==> config.mk <==
export PLATFORM = sky130hd
export DESIGN_NAME = store_write_buffer
export DESIGN_NICKNAME = d
export VERILOG_FILES = /design/src/rtl/store_write_buffer.sv
export SDC_FILE = /design/constraint.sdc
export NUM_CORES = 1
export LEC_CHECK = 0
export BUFFER_PORTS_ARGS = -buffer_cell sky130_fd_sc_hd__buf_4
export CORE_ASPECT_RATIO = 0.7
export CORE_MARGIN = 4
export CORE_UTILIZATION = 60
export DETAILED_ROUTE_END_ITERATION = 8
export PLACE_DENSITY = 0.85
export SETUP_SLACK_MARGIN = 0.4
export SKIP_LAST_GASP = 1
export SYNTH_ARGS = -nofsm -noshare
export SYNTH_HDL_FRONTEND = slang
export SYNTH_SLANG_ARGS = --single-unit
==> constraint.sdc <==
create_clock -name clk -period 5.63 [get_ports clk]
set_input_delay 0.8445 -clock clk [delete_from_list [all_inputs] [get_ports clk]]
set_output_delay 0.8445 -clock clk [all_outputs]
set_load 0.01 [all_outputs]
==> src/rtl/store_write_buffer.sv <==
// Posted-store FIFO between the MEM stage and a slower data memory port, with
// youngest-match load forwarding. Define STORE_COALESCE_EN to merge same-address stores.
module store_write_buffer #(
  parameter int unsigned DEPTH  = 4,
  parameter int unsigned ADDR_W = 64,
  parameter int unsigned DATA_W = 64
) (
  input  logic                       clk,
  input  logic                       reset,
  input  logic                       st_valid,
  input  logic [ADDR_W-1:0]          st_addr,
  input  logic [DATA_W-1:0]          st_data,
  output logic                       st_ready,
  output logic                       stall_out,
  input  logic                       ld_valid,
  input  logic [ADDR_W-1:0]          ld_addr,
  output logic                       ld_hit,
  output logic [DATA_W-1:0]          ld_data,
  output logic                       mem_req_valid,
  output logic [ADDR_W-1:0]          mem_req_addr,
  output logic [DATA_W-1:0]          mem_req_data,
  input  logic                       mem_req_ready,
  output logic [$clog2(DEPTH+1)-1:0] count,
  output logic                       empty
);

  localparam int unsigned PTR_W = $clog2(DEPTH);
  localparam int unsigned CNT_W = $clog2(DEPTH + 1);

  logic [PTR_W-1:0]  head_q, head_d;
  logic [PTR_W-1:0]  tail_q, tail_d;
  logic [CNT_W-1:0]  count_q, count_d;
  logic [ADDR_W-1:0] addr_q [DEPTH];
  logic [ADDR_W-1:0] addr_d [DEPTH];
  logic [DATA_W-1:0] data_q [DEPTH];
  logic [DATA_W-1:0] data_d [DEPTH];

  logic              full;
  logic              alloc;
  logic              deq;
  logic              fwd_match;
  logic [PTR_W-1:0]  fwd_idx;

`ifdef STORE_COALESCE_EN
  logic [PTR_W-1:0]  youngest;
  logic              coalesce;

  // Youngest entry is only mergeable when it is not the head on the memory port.
  assign youngest = tail_q - PTR_W'(1);
  assign coalesce = st_valid && (count_q >= CNT_W'(2)) && (addr_q[youngest] == st_addr);
`endif

  assign full          = (count_q == CNT_W'(DEPTH));
  assign empty         = (count_q == '0);
  assign count         = count_q;
  assign mem_req_valid = !empty;
  assign mem_req_addr  = addr_q[head_q];
  assign mem_req_data  = data_q[head_q];
  assign deq           = mem_req_valid && mem_req_ready;

  always_comb begin
`ifdef STORE_COALESCE_EN
    st_ready = !full || coalesce;
    alloc    = st_valid && !full && !coalesce;
`else
    st_ready = !full;
    alloc    = st_valid && !full;
`endif
    stall_out = st_valid && !st_ready;

    addr_d = addr_q;
    data_d = data_q;
    head_d = head_q;
    tail_d = tail_q;

    if (alloc) begin
      addr_d[tail_q] = st_addr;
      data_d[tail_q] = st_data;
      tail_d         = tail_q + PTR_W'(1);
    end
`ifdef STORE_COALESCE_EN
    if (coalesce) begin
      data_d[youngest] = st_data;
    end
`endif
    if (deq) begin
      head_d = head_q + PTR_W'(1);
    end

    unique case ({alloc, deq})
      2'b10:   count_d = count_q + CNT_W'(1);
      2'b01:   count_d = count_q - CNT_W'(1);
      default: count_d = count_q;
    endcase
  end

  // Walk oldest to youngest so the last hit left standing is the youngest match.
  always_comb begin
    fwd_match = 1'b0;
    fwd_idx   = '0;
    ld_data   = '0;
    for (int unsigned i = 0; i < DEPTH; i++) begin
      fwd_idx = head_q + PTR_W'(i);
      if ((CNT_W'(i) < count_q) && (addr_q[fwd_idx] == ld_addr)) begin
        fwd_match = 1'b1;
        ld_data   = data_q[fwd_idx];
      end
    end
    ld_hit = ld_valid && fwd_match;
    if (!ld_hit) begin
      ld_data = '0;
    end
  end

  always_ff @(posedge clk) begin
    if (reset) begin
      head_q  <= '0;
      tail_q  <= '0;
      count_q <= '0;
    end else begin
      head_q  <= head_d;
      tail_q  <= tail_d;
      count_q <= count_d;
    end
  end

  always_ff @(posedge clk) begin
    addr_q <= addr_d;
    data_q <= data_d;
  end

endmodule

; ---- Word level (Yosys, flattened, before mapping)
; Cells that the tools add are included.
[op_classes]
n_addsub = 6
magnitude_cmp = 10
n_eq_ne = 7
muxes = 38
bitwise = 5
n_reduce_logical = 13
[ops]
columns = op, count
row1 = 64-bit two-way mux, 22
row2 = 64-bit binary-select mux with 2-bit select, 8
row3 = 256-bit bitwise mux, 2
row4 = 64-bit == test, 4
row5 = 64-bit demux with 2-bit select, 1
row6 = 3-bit >= comparator (second input constant), 5
row7 = 2-bit NOT with 3-bit output, 5
row8 = 1-bit logical AND, 9
row9 = 1-bit by 3-bit less-than comparator with 1-bit output (first input constant), 2
row10 = 2-bit by 3-bit less-than comparator with 1-bit output (first input constant), 2
row11 = 3-bit one-hot mux with 2 select lines, 1
row12 = 2-bit by 1-bit adder with 2-bit output (second input constant), 2
row13 = 2-bit adder (second input constant), 2
row14 = 1-bit two-way mux, 4
row15 = 3-bit by 1-bit adder with 3-bit output (second input constant), 1
row16 = 3-bit == test (second input constant), 1
row17 = 3-bit zero test, 1
row18 = 3-bit by 1-bit less-than comparator with 1-bit output (second input constant), 1
row19 = 3-bit by 1-bit subtractor with 3-bit output (second input constant), 1
row20 = 2-bit by 1-bit == test with 1-bit output (second input constant), 1
row21 = 2-bit == test (second input constant), 1
row22 = 1-bit zero test, 2
row23 = 2-bit nonzero test, 1
[word_totals]
regBits = 519
output_inout_bits = 200

; ---- Logic depth before layout (Yosys ltp)
[depth]
depth_word = 12
mapped_depth = 20
mapped_depth_nobuf = 10

; ---- Worst setup path after synthesis
; No wires, ideal clock.
[synth_path]
path_type = flip-flop to flip-flop
from = register count_q[0] (netlist: count[0])
to = register addr_q[0] in the netlist's numbering, enable pin
setup_ns = 0.503
t_arrival_ns = 3.994
required_ns = 5.127
slack_ns = 1.133
stages_incl_launch_ff = 5
path_buffers = 0
cell_sequence = dfxtp_1 inv_1 ha_1 nand2_1 and3_1
[synth_via]
elab_chain_len = 3
[synth_lines]
columns = element, line
row1 = start: declaration, 32  ; logic [CNT_W-1:0] count_q, count_d;
row2 = start signal: assignment, 123  ; count_q <= count_d;
row3 = 3-bit == test, 53  ; assign full = (count_q == CNT_W'(DEPTH));
row4 = 1-bit zero test, n/a
row5 = via st_ready, 13  ; output logic st_ready,
row6 = 1-bit logical AND, 67  ; alloc = st_valid && !full;
row7 = end signal: assignment, 128  ; addr_q <= addr_d;
row8 = end: declaration, 33  ; logic [ADDR_W-1:0] addr_q [DEPTH];
; The timed path passes the listed nets, and every way through them passes these cells.
; A chain may end at the register's enable or synchronous reset.

; ---- Worst setup path after layout
[layout_path]
from = register head_q[0]
to = output ld_data[56]
[layout_via]
elab_chain_len = 12
[layout_lines]
columns = element, line
row1 = start: declaration, 30  ; logic [PTR_W-1:0] head_q, head_d;
row2 = start signal: assignment, 117  ; head_q <= '0;
row3 = start signal: assignment, 121  ; head_q <= head_d;
row4 = 2-bit by 1-bit adder with 2-bit output / 2-bit NOT with 3-bit output (equally long branches), "103, 104, 106"
row5 = 2-bit NOT with 3-bit output (implied by the code) / 64-bit binary-select mux with 2-bit select (equally long branches), "104, 106"
row6 = 64-bit binary-select mux with 2-bit select / 64-bit two-way mux (equally long branches), 104  ; if ((CNT_W'(i) < count_q) && (addr_q[fwd_idx] == ld_addr)) begin
row7 = 64-bit two-way mux (implied by the code), 104
row8 = 64-bit two-way mux (implied by the code) / 64-bit == test (equally long branches), 104
row9 = 64-bit == test / 1-bit logical AND (equally long branches), 104
row10 = 1-bit logical AND / 1-bit two-way mux (equally long branches), 104
row11 = 1-bit two-way mux (3 in series), 104
row12 = 1-bit logical AND, 109  ; ld_hit = ld_valid && fwd_match;
row13 = 64-bit two-way mux (*), 110  ; if (!ld_hit) begin
row14 = end: declaration, 18  ; output logic [DATA_W-1:0] ld_data,
; Every way passes the cells marked *; elsewhere a longest branch is shown, timed or not. The select of a mux whose other input is x is not followed.

==> results.json <==
{
  "netlist_top_cells_area": "edfxtp_1 45%, mux4_2 16%, mux2i_1 8.3%",
  "p_clk_frac": 0.212,
  "dpl.hpwl_mm": 95.35,
  "nNetsFinal": 3227,
  "hold_start": "st_data[48]",
  "fmax_mhz": 172.2,
  "synth_top_area_cell": "edfxtp_1",
  "critPathMaxStageDelay_ns": 0.55,
  "synthCells": 2602,
  "drv_cap": 0,
  "setup_violations": 65,
  "end_kind": "output port",
  "yosysSeqAreaShare": 0.4526,
  "r2r-start": "count[1]$_SDFFE_PP0P_",
  "path_cells": "buf_12 -> buf_12 -> buf_4 -> mux2i_1 -> mux2i_1 -> xor2_1 -> nor4_2 -> buf_4 -> o2111ai_1 -> buf_4 -> or4_4 -> and2_4 -> or3b_4 -> buf_12 -> buf_8 -> o2111a_1 -> buf_6",
  "ys.flop_type": "edfxtp_1",
  "drc_errors": 0,
  "rsz0062_at_grt": "yes",
  "pin_count": 397,
  "setup.worst_path.start": "head_q[0]$_SDFFE_PP0P_",
  "clockRootBuffer": "clkbuf_16",
  "synth_area_mm2": 0.03428,
  "fp-row-count": 72,
  "yosysUniqueCellTypes": 78,
  "p_sw_frac": 0.3878,
  "placedCellCount": 3669,
  "p_seq_frac": 0.285,
  "fp.coreArea_mm2": 0.05585,
  "violations": "negative setup slack",
  "overflow": 0,
  "tritoncts": "yes",
  "cts-htree-levels": 2,
  "routedWlPerCell_um": 35.71,
  "firstDrtPassIters": 6,
  "worstMarginPinSlew_ns": 1.106,
  "cp.required_ns": 4.79,
  "setup_ws_ns": -0.1774,
  "final_core_util": 0.7403,
  "port_buffers": 396,
  "fp.dieH_um": 208.0,
  "power_density_mw_per_mm2": 411.8,
  "dieArea_mm2": 0.06109,
  "synth_fa_ha_area_frac": 0.003285,
  "yosysWarnings": 0,
  "synthXorXnorAreaFrac": 0.04496,
  "place_congestion": 1.072,
  "synth_top_area_frac": 0.4485,
  "die_x_um": 293.7,
  "synth-simple-area-share": 0.07193,
  "min_period_ns": 5.807,
  "dp_slack_ns": 0.1213,
  "wirelength_mm": 136.0,
  "clkSinkCount": 519,
  "yosysMostFrequentCell": "edfxtp_1",
  "clk_latency_ns": 0.64,
  "vdd_drop_max_v": 0.0003731,
  "synth_fp_nets": 2808,
  "syn_avg_cell_area_um2": 13.18,
  "cp_max_fo": 8,
  "grtUsageTotal": 0.4306,
  "worst-path-buf-inv": 8,
  "grt_pass1_wl_mm": 192.4,
  "combinationalPowerShare": 0.503,
  "grt_pass1_vias": 27300,
  "viasPerCell": 7.427,
  "first_iter_violations": 4700,
  "synth_top_family_by_area": "multiplexers",
  "slew_headroom": 0.2570,
  "p_leak_nw": 14.72,
  "holdBufCountCts": 0,
  "cpLargestDelayFamily": "simple AND/OR/NAND/NOR gates",
  "vias": 28280,
  "cp-start-kind": "register",
  "hold_class": "in2reg",
  "critPathKind": "reg2out",
  "clockBufferDepth": 3,
  "critPathSlowestCell": "or4_4",
  "synth_common_cells": "512 x edfxtp_1, 285 x mux2i_1, 238 x mux4_2",
  "clk_pin_slew_worst_paths_ns": 0.07,
  "synthMuxAreaShare": 0.2716,
  "finalNonFillerCells": 3808,
  "ant_nets": 0,
  "post-route-period-util": 1.032,
  "p_sw_w": 0.006602,
  "synth.ff_latch_count": 519,
  "antenna_found_initial": 8,
  "synthArstFlopShare": 0,
  "start_util": 0.6138,
  "grt_max_degree": 216,
  "area_growth_pct": 20.60,
  "p_int_w": 0.01042,
  "synth_compound_area_frac": 0.1118,
  "status": "finished, violations left",
  "hold_violations": 0,
  "slew_violations": 0,
  "synth_edf_count": 512,
  "drive_gt1_frac": 0.3572,
  "numCtsBuffers": 51,
  "clock_skew_ns": 0.02469,
  "arrival_ns": 4.96
}
[per-layer routing]
metal,vias up,part of all wire,track usage
li1,11280,-,-
met1,14150,0.37,0.6102
met2,2450,0.43,0.6239
met3,389,0.16,0.1587
met4,10,0.038,0.1363
met5,-,0.0014,0
[registers in the layout, summed over array words and instances (netlist names)]
signal  cells
data_q    256
tail_q      2
addr_q    256
head_q      2
count       3
[cell type report]
type | instances | area [µm²]
multi-input cells | 1812 | 17640
flip-flops and latches | 519 | 15520
fillers | 3351 | 14510
repair buffers | 611 | 5416
clock buffers | 60 | 1341
well taps | 740 | 925.9
clock inverters | 32 | 379.1
inverters | 26 | 100.1
diodes | 8 | 20.02
[through the flow]
stage	instance area (µm²)	hold slack (ns)	TNS, ns	total power (W)
after floorplan	34280	0.5382	0	0.009755
after global placement	38520	0.5582	0	0.01231
after detailed placement	38520	0.5658	0	0.01252
after CTS	41100	0.3779	0	0.01661
after global routing	41340	0.3888	-8.398	0.01742
final	41350	0.4006	-7.860	0.01703
[power by group through the flow]
stage	registers [W]	clock network, W	logic (W)
finish	0.00485	0.00361	0.00856
global route	0.00487	0.00378	0.00877
CTS	0.00483	0.00360	0.00817
detailed placement	0.00492	0	0.00759
global placement	0.00487	0	0.00744
floorplan	0.00485	0	0.00491
[timing repair]
| item | in CTS | in global routing |
|---|---|---|
| endpoints found under the hold margin | 0 | 0 |
| pin swaps | 20 | 36 |
| setup endpoints to repair | 65 | 65 |
| setup buffers | 24 | 4 |
| gates cloned | 8 | 3 |
| resized for setup | 87 | 31 |
[cells in the final DEF, fill, tap and decap left out, types with 62 or more instances in the layout]
| cell | count |
|---|---|
| a21oi_1 | 154 |
| buf_4 | 539 |
| edfxtp_1 | 512 |
| mux2_2 | 94 |
| mux2i_1 | 259 |
| mux4_2 | 238 |
| nand2b_1 | 63 |
| nand3b_1 | 63 |
| nor2_1 | 173 |
| o2111a_1 | 62 |
| o21ai_0 | 71 |
| xnor2_1 | 111 |
[path summary, 6_finish.rpt]
path         slack, ns  cells after the start                endpoint
max reg2reg       2.53                      5   data_q[251]$_DFFE_PP_
min reg2reg       0.59                      2  tail_q[0]$_SDFFE_PP0P_
min               0.40                      1    data_q[48]$_DFFE_PP_
max              -0.18                     17             ld_data[56]
[cells by family after synthesis]
kind of cell	after synthesis
compound gates	533
xor+xnor	176
fa+ha+maj	9
buf+inv	271
flops	519
mux	620
simple gates	474
Power figures use the tool's default switching activity.
